===== src/rtl/mem_port_arbiter.sv =====
// Round-robin owner of the single DRAM burst port, shared by I-cache refill and D-cache refill/write-back.
// Optional burst watchdog is compiled in with `define MEM_ARB_TIMEOUT_EN.
module mem_port_arbiter #(
  parameter int unsigned BURST_LEN  = 8,
  parameter int unsigned GAP_CYCLES = 2,
  parameter int unsigned TIMEOUT    = 255
) (
  input  logic        clk,
  input  logic        reset,
  input  logic        i_req,
  input  logic [31:0] i_addr,
  output logic [31:0] i_data,
  output logic        i_val,
  input  logic        d_req,
  input  logic        d_we,
  input  logic [31:0] d_addr,
  input  logic [31:0] d_wdata,
  output logic [31:0] d_data,
  output logic        d_val,
  output logic        mem_req,
  output logic        mem_we,
  output logic [31:0] mem_addr,
  output logic [31:0] mem_wdata,
  input  logic [31:0] mem_rdata,
  input  logic        mem_val,
  output logic [1:0]  grant,
  output logic        busy,
  output logic        err
);

  localparam int unsigned BEAT_W = $clog2(BURST_LEN) + 1;
  localparam int unsigned GAP_W  = (GAP_CYCLES > 1) ? $clog2(GAP_CYCLES) : 1;
  localparam logic [BEAT_W-1:0] LAST_BEAT = BEAT_W'(BURST_LEN - 1);
  localparam logic [GAP_W-1:0]  GAP_LAST  = GAP_W'((GAP_CYCLES > 0) ? GAP_CYCLES - 1 : 0);

  typedef enum logic [1:0] {
    ST_IDLE  = 2'd0,
    ST_BURST = 2'd1,
    ST_GAP   = 2'd2
  } state_t;

  state_t            r_state;
  state_t            w_next_state;
  logic [1:0]        r_grant;
  logic [1:0]        w_next_grant;
  logic              r_mem_req;
  logic              w_next_mem_req;
  logic              r_mem_we;
  logic              w_next_mem_we;
  logic [31:0]       r_mem_addr;
  logic [31:0]       w_next_mem_addr;
  logic [BEAT_W-1:0] r_beat_cnt;
  logic [BEAT_W-1:0] w_next_beat_cnt;
  logic [GAP_W-1:0]  r_gap_cnt;
  logic [GAP_W-1:0]  w_next_gap_cnt;
  logic              r_last_d;
  logic              w_next_last_d;
  logic              w_pick_d;
  logic              w_end_burst;
  logic              w_beat;
  logic              w_timeout;

  // A beat only counts while a burst is in flight; strays in IDLE/GAP are dropped.
  assign w_beat = (r_state == ST_BURST) && mem_val;

`ifdef MEM_ARB_TIMEOUT_EN
  localparam int unsigned TMO_W = (TIMEOUT > 1) ? $clog2(TIMEOUT) : 1;
  localparam logic [TMO_W-1:0] TMO_LAST = TMO_W'((TIMEOUT > 0) ? TIMEOUT - 1 : 0);

  logic [TMO_W-1:0] r_tmo_cnt;
  logic             r_err;

  // Counts consecutive silent BURST cycles; the last allowed one fires the abort.
  assign w_timeout = (r_state == ST_BURST) && !mem_val && (r_tmo_cnt == TMO_LAST);

  always_ff @(posedge clk) begin
    if (reset || (r_state != ST_BURST) || mem_val || w_timeout) begin
      r_tmo_cnt <= '0;
    end else begin
      r_tmo_cnt <= r_tmo_cnt + TMO_W'(1);
    end
  end

  always_ff @(posedge clk) begin
    if (reset) begin
      r_err <= 1'b0;
    end else begin
      r_err <= w_timeout;
    end
  end

  assign err = r_err;
`else
  logic w_unused_timeout;

  assign w_unused_timeout = (TIMEOUT == 0);
  assign w_timeout        = 1'b0;
  assign err              = 1'b0;
`endif

  // Next-state and registered-output decode.
  always_comb begin
    w_next_state    = r_state;
    w_next_grant    = r_grant;
    w_next_mem_req  = r_mem_req;
    w_next_mem_we   = r_mem_we;
    w_next_mem_addr = r_mem_addr;
    w_next_beat_cnt = r_beat_cnt;
    w_next_gap_cnt  = r_gap_cnt;
    w_next_last_d   = r_last_d;
    w_pick_d        = 1'b0;
    w_end_burst     = 1'b0;

    case (r_state)
      ST_IDLE: begin
        // D wins when alone, or on a tie when I owned the port last.
        w_pick_d = d_req && (!i_req || !r_last_d);
        if (i_req || d_req) begin
          w_next_state    = ST_BURST;
          w_next_mem_req  = 1'b1;
          w_next_grant    = w_pick_d ? 2'b10 : 2'b01;
          w_next_mem_addr = w_pick_d ? d_addr : i_addr;
          w_next_mem_we   = w_pick_d && d_we;
          w_next_last_d   = w_pick_d;
          w_next_beat_cnt = '0;
        end
      end

      ST_BURST: begin
        if (w_beat) begin
          if (r_beat_cnt == LAST_BEAT) begin
            w_end_burst = 1'b1;
          end else begin
            w_next_beat_cnt = r_beat_cnt + BEAT_W'(1);
          end
        end
        if (w_end_burst || w_timeout) begin
          w_next_state    = ST_GAP;
          w_next_mem_req  = 1'b0;
          w_next_mem_we   = 1'b0;
          w_next_grant    = 2'b00;
          w_next_beat_cnt = '0;
          w_next_gap_cnt  = '0;
        end
      end

      ST_GAP: begin
        if (r_gap_cnt == GAP_LAST) begin
          w_next_state   = ST_IDLE;
          w_next_gap_cnt = '0;
        end else begin
          w_next_gap_cnt = r_gap_cnt + GAP_W'(1);
        end
      end

      default: begin
        w_next_state    = ST_IDLE;
        w_next_mem_req  = 1'b0;
        w_next_mem_we   = 1'b0;
        w_next_grant    = 2'b00;
        w_next_beat_cnt = '0;
        w_next_gap_cnt  = '0;
      end
    endcase
  end

  // State and registered outputs; last owner resets to D so I wins the first tie.
  always_ff @(posedge clk) begin
    if (reset) begin
      r_state    <= ST_IDLE;
      r_grant    <= 2'b00;
      r_mem_req  <= 1'b0;
      r_mem_we   <= 1'b0;
      r_mem_addr <= '0;
      r_beat_cnt <= '0;
      r_gap_cnt  <= '0;
      r_last_d   <= 1'b1;
    end else begin
      r_state    <= w_next_state;
      r_grant    <= w_next_grant;
      r_mem_req  <= w_next_mem_req;
      r_mem_we   <= w_next_mem_we;
      r_mem_addr <= w_next_mem_addr;
      r_beat_cnt <= w_next_beat_cnt;
      r_gap_cnt  <= w_next_gap_cnt;
      r_last_d   <= w_next_last_d;
    end
  end

  assign mem_req   = r_mem_req;
  assign mem_we    = r_mem_we;
  assign mem_addr  = r_mem_addr;
  assign grant     = r_grant;
  assign busy      = (r_state != ST_IDLE);

  // Beat strobes and data steer to the owner only; data is shared, valid is not.
  assign i_val     = w_beat && r_grant[0];
  assign d_val     = w_beat && r_grant[1];
  assign i_data    = mem_rdata;
  assign d_data    = mem_rdata;
  assign mem_wdata = (r_grant[1] && r_mem_we) ? d_wdata : 32'd0;

endmodule


===== config.mk =====
export PLATFORM = sky130hd
export DESIGN_NAME = mem_port_arbiter
export DESIGN_NICKNAME = d
export VERILOG_FILES = /design/src/rtl/mem_port_arbiter.sv
export SDC_FILE = /design/constraint.sdc
export NUM_CORES = 1
export LEC_CHECK = 0
export ABC_CLOCK_PERIOD_IN_PS = 1300
export CAP_MARGIN = 20
export CORE_MARGIN = 5
export CORE_UTILIZATION = 28
export DETAILED_ROUTE_END_ITERATION = 10
export HOLD_SLACK_MARGIN = 0.06
export PLACE_DENSITY_LB_ADDON = 0.1
export REMOVE_ABC_BUFFERS = 1
export SLEW_MARGIN = 25
export SYNTH_ARGS = -nofsm -noshare
export SYNTH_HDL_FRONTEND = slang
export SYNTH_SLANG_ARGS = --single-unit

===== constraint.sdc =====
create_clock -name clk -period 1.3 [get_ports clk]
set_input_delay 0.26 -clock clk [delete_from_list [all_inputs] [get_ports clk]]
set_output_delay 0.26 -clock clk [all_outputs]
set_load 0.1 [all_outputs]

---- Word-level counts from Yosys, hierarchy flattened ----
Cells that the tools add are included.
word-level totals
  bits in registers ....................... 44
operators by class
  add/sub/neg operators ................... 2
  eq/ne operators ......................... 8
  muxes and demuxes ....................... 25
  bitwise operators ....................... 2
  reduce and logical (&&, ||, !) cells .... 17
operators by type and width
  operator                                                               number
  32-bit 2-to-1 mux                                                      2
  4-bit 2-to-1 mux                                                       4
  2-bit 2-to-1 mux                                                       6
  2-bit case mux with 3 select lines                                     2
  4-bit case mux with 3 select lines                                     1
  1-bit case mux with 3 select lines                                     3
  1-bit 2-to-1 mux                                                       7
  1-bit logical AND                                                      6
  3-bit by 2-bit != test with 1-bit output, second input constant        2
  3-bit AND reduction                                                    2
  4-bit by 1-bit adder with 4-bit output, second input constant          1
  4-bit by 3-bit equality test with 1-bit output, second input constant  1
  2-bit != test, second input constant                                   2
  2-bit AND reduction                                                    2
  4-bit AND reduction                                                    1
  2-bit by 1-bit equality test with 1-bit output, second input constant  1
  2-bit equality test, second input constant                             1
  1-bit zero test                                                        2
  2-bit zero test                                                        1
  1-bit logical OR                                                       2
  2-bit by 1-bit != test with 1-bit output, second input constant        1
  1-bit NOT                                                              2
  2-bit nonzero test                                                     1
  1-bit adder, second input constant                                     1

---- Logic depth before layout (Yosys ltp) ----
  depth after elaboration ................. 6
  depth in mapped cells ................... 6
  gate-level depth less buffers ........... 4

---- Worst setup path before layout ----
OpenSTA, ideal clock, no wires.
  kind .................................... reg2out
  start point ............................. reg r_grant[1], in the netlist grant[1]
  end point ............................... out mem_wdata[10]
  arrival time ............................ 2.104 ns
  required time ........................... 1.040 ns
  path slack .............................. -1.064 ns
  stages on the path, launching flop included .. 3
  path through ............................ dfxtp_1 clkbuf_1 and3_1
on the way
  word-level cells in the longest chain between the ends .. 2
RTL lines
  what                      RTL line  RTL
  start: declaration        44        logic [1:0] r_grant;
  start signal: assignment  180       r_grant <= w_next_grant;
  1-bit logical AND         201       assign mem_wdata = (r_grant[1] && r_mem_we) ? d_wdata : 32'd0;
  32-bit 2-to-1 mux         201
  end: declaration          23        output logic [31:0] mem_wdata,
No other way between the ends.

---- Worst setup path after layout ----
  start point ............................. reg r_mem_we, in the netlist mem_we
  end point ............................... out mem_wdata[0]
on the way
  word-level cells in the longest chain between the ends .. 2
RTL lines
  what                      RTL line  RTL
  start: declaration        48        logic r_mem_we;
  start signal: assignment  182       r_mem_we <= w_next_mem_we;
  1-bit logical AND         201
  32-bit 2-to-1 mux         201
No other way between the ends.

==> results.json <==
{
  "synthCells": 325,
  "num_vias": 2948,
  "cts_num_sinks": 44,
  "synth-edff-count": 0,
  "dpl.hpwl_um": 10900,
  "p_clk_frac": 0.207,
  "drt_iter0_drc": 84,
  "drive_gt1_frac": 0.480,
  "initial_utilization": 0.288,
  "run_status": "finished with violations",
  "p_sw_frac": 0.396,
  "place_congestion": 0.824,
  "first_pass_iters": 4,
  "critPathArrivalTime_ns": 1.23,
  "p_int_mw": 3.31,
  "clkLatencyLatePin_ns": 0.30,
  "h-tree-depth": 2,
  "finalWirelength_um": 14000,
  "dieWidth_um": 113,
  "die_h_um": 113,
  "antennaDiodeCount": 0,
  "p_leak_nw": 2.27,
  "cts_buffers": 5,
  "min_to": "r_beat_cnt[3]",
  "coreArea_um2": 10300,
  "rsz0062_at_grt": "true",
  "rows": 37,
  "avgViaCountPerCell": 4.95,
  "setup_viol": 37,
  "path_max_fanout": 8,
  "path_clk_slew_ns": 0.09,
  "ys_types": 35,
  "die_area_um2": 12800,
  "numPortBuffers": 172,
  "period_minus_slack_ns": 1.49,
  "finalHoldViolations": 0,
  "worstHoldPathType": "in -> reg",
  "maxCapViolCount": 0,
  "synth-seq-area-share": 0.297,
  "postSynthAreaPerCell_um2": 9.14,
  "min_period_over_period": 1.15,
  "cts_root_buf": "clkbuf_8",
  "cp-start-kind": "register",
  "p_seq_frac": 0.294,
  "synth_top_cell_by_area": "dfxtp_1",
  "grt_pass1_vias": 2992,
  "fmax_mhz": 671,
  "io_pins": 270,
  "grt_usage": 0.196,
  "ys_dominant_reg_cell": "dfxtp_1",
  "comb_power_share": 0.499,
  "syn2layout_area_growth_pct": 100,
  "async_flop_share": 0,
  "min_from": "reset",
  "ys_ff_latch": 44,
  "switching_power_mw": 2.17,
  "clock_path_buffers": 2,
  "fin_skew_ns": 0.00868,
  "antenna_found_initial": 0,
  "setup_slack_ns": -0.190,
  "r2r-end": "grant[0]",
  "synth_common_cells": "buf_4, dfxtp_1, a21oi_1",
  "reg2reg_from": "r_last_d",
  "slew_violations": 0,
  "violations": "negative setup slack",
  "p_per_area_nw_per_um2": 922,
  "regToRegSetupSlack_ns": -0.06,
  "synthMostInstantiatedCell": "buf_4",
  "synth.area.top_cells": "dfxtp_1, buf_4, a211oi_2",
  "syn_area_um2": 2970,
  "yosys.area.top_type_share": 0.297,
  "drc": 0,
  "cts_tree": "yes",
  "grt_overflow_total": 0,
  "post_drt_wl_per_cell_um": 23.5,
  "required_ns": 1.04,
  "cp-end-kind": "output port",
  "fin_tns_setup_ns": -6.20,
  "grt_pass1_wl_um": 18900,
  "yosysWarningCount": 0,
  "hold_path_depth": 2,
  "layout.nets": 594,
  "worstRegToRegCells": 5,
  "nFillCells": 877,
  "drtAntennaViolNets": 0,
  "ir_drop_v": 0.000546,
  "whs_ns": 0.351,
  "grt_max_degree": 34,
  "path_class": "reg -> out"
}
placed cells by master, fill, tap and decap left out, types with 4 or more instances in the layout:
cell,Yosys,final
nand3_1,6,6
dfxtp_1,44,38
nand2_1,7,7
buf_12,0,81
inv_1,5,4
mux2i_4,0,4
and3_4,0,34
buf_4,67,23
clkbuf_8,0,6
clkdlybuf4s50_1,0,97
a211oi_2,30,31
mux2i_1,34,20
mux2i_2,0,10
clkbuf_16,0,4
a21oi_1,37,36
buf_6,7,9
logic make-up (layout without fill, tap and decap cells):
logic type	Yosys count	after routing	share of synthesized area
compound gates	83	83	0.228
other cells	1	1	0.00126
flops	44	44	0.297
simple gates	64	64	0.128
fa+ha+maj	1	1	0.00421
mux	34	34	0.115
buf+inv	98	233	0.228
power by group through the flow:
stage | clock network (mW) | registers (mW) | logic, mW
global route | 1.22 | 1.63 | 2.84
CTS | 1.17 | 1.61 | 2.59
finish | 1.13 | 1.61 | 2.74
global placement | 0 | 1.64 | 2.52
detailed placement | 0 | 1.64 | 2.53
floorplan | 0 | 2.43 | 0.533
state kept, by name, indices dropped and copies added, names as in the netlist:
name        cells
r_last_d        1
grant           2
r_gap_cnt       1
mem_we          1
mem_addr       32
r_beat_cnt      4
mem_req         1
r_state         2
worst max-delay path by stage:
stage	slack, ns	from	to
6_report	-0.19	mem_we	mem_wdata[0]
4_1_cts	-0.20	mem_we	mem_wdata[7]
3_3_place_gp	-0.42	d_req	mem_addr[25]
2_1_floorplan	-1.86	d_req	mem_addr[0]
3_5_place_dp	-0.46	i_req	mem_addr[6]
5_1_grt	-0.23	mem_we	mem_wdata[31]
critical path: stages (launching register included):
cell       delay (ns)
dfxtp_4          0.41
clkbuf_16        0.17
and3_4           0.18
buf_12           0.17
through the flow:
stage	worst slack, ns	cells	util	power, mW	area (um^2)
after floorplan	-1.86	232	-	2.96	2310
final	-0.190	596	0.577	5.49	5950
after global routing	-0.227	596	0.577	5.69	5950
after global placement	-0.424	573	0.509	4.16	5260
after detailed placement	-0.463	573	0.509	4.17	5260
after CTS	-0.203	588	0.536	5.37	5540
per-layer routing:
metal	track usage	wire [um]	share of wire
met5	0.00784	0	0
met4	0.0288	86	0.0061
met3	0.117	1850	0.13
met2	0.294	6240	0.45
met1	0.247	5810	0.42
area by class of cell:
type,count,area (um^2),area share
Timing Repair Buffer,220,3030,0.509
Tap cell,136,170,0.0286
Clock buffer,6,82.6,0.0139
Multi-Input combinational cell,183,1720,0.288
Inverter,5,21.3,0.00357
Clock inverter,2,38.8,0.00652
Sequential cell,44,896,0.151
what timing repair did:
item / in CTS / in global routing
hold buffers: 0 / 0
pin swaps: 5 / 9
buffers inserted: 6 / 3
gates cloned: 1 / 6
setup endpoints to repair: 73 / 75
resized for setup: 34 / 58
Power figures use the tool's default switching activity.
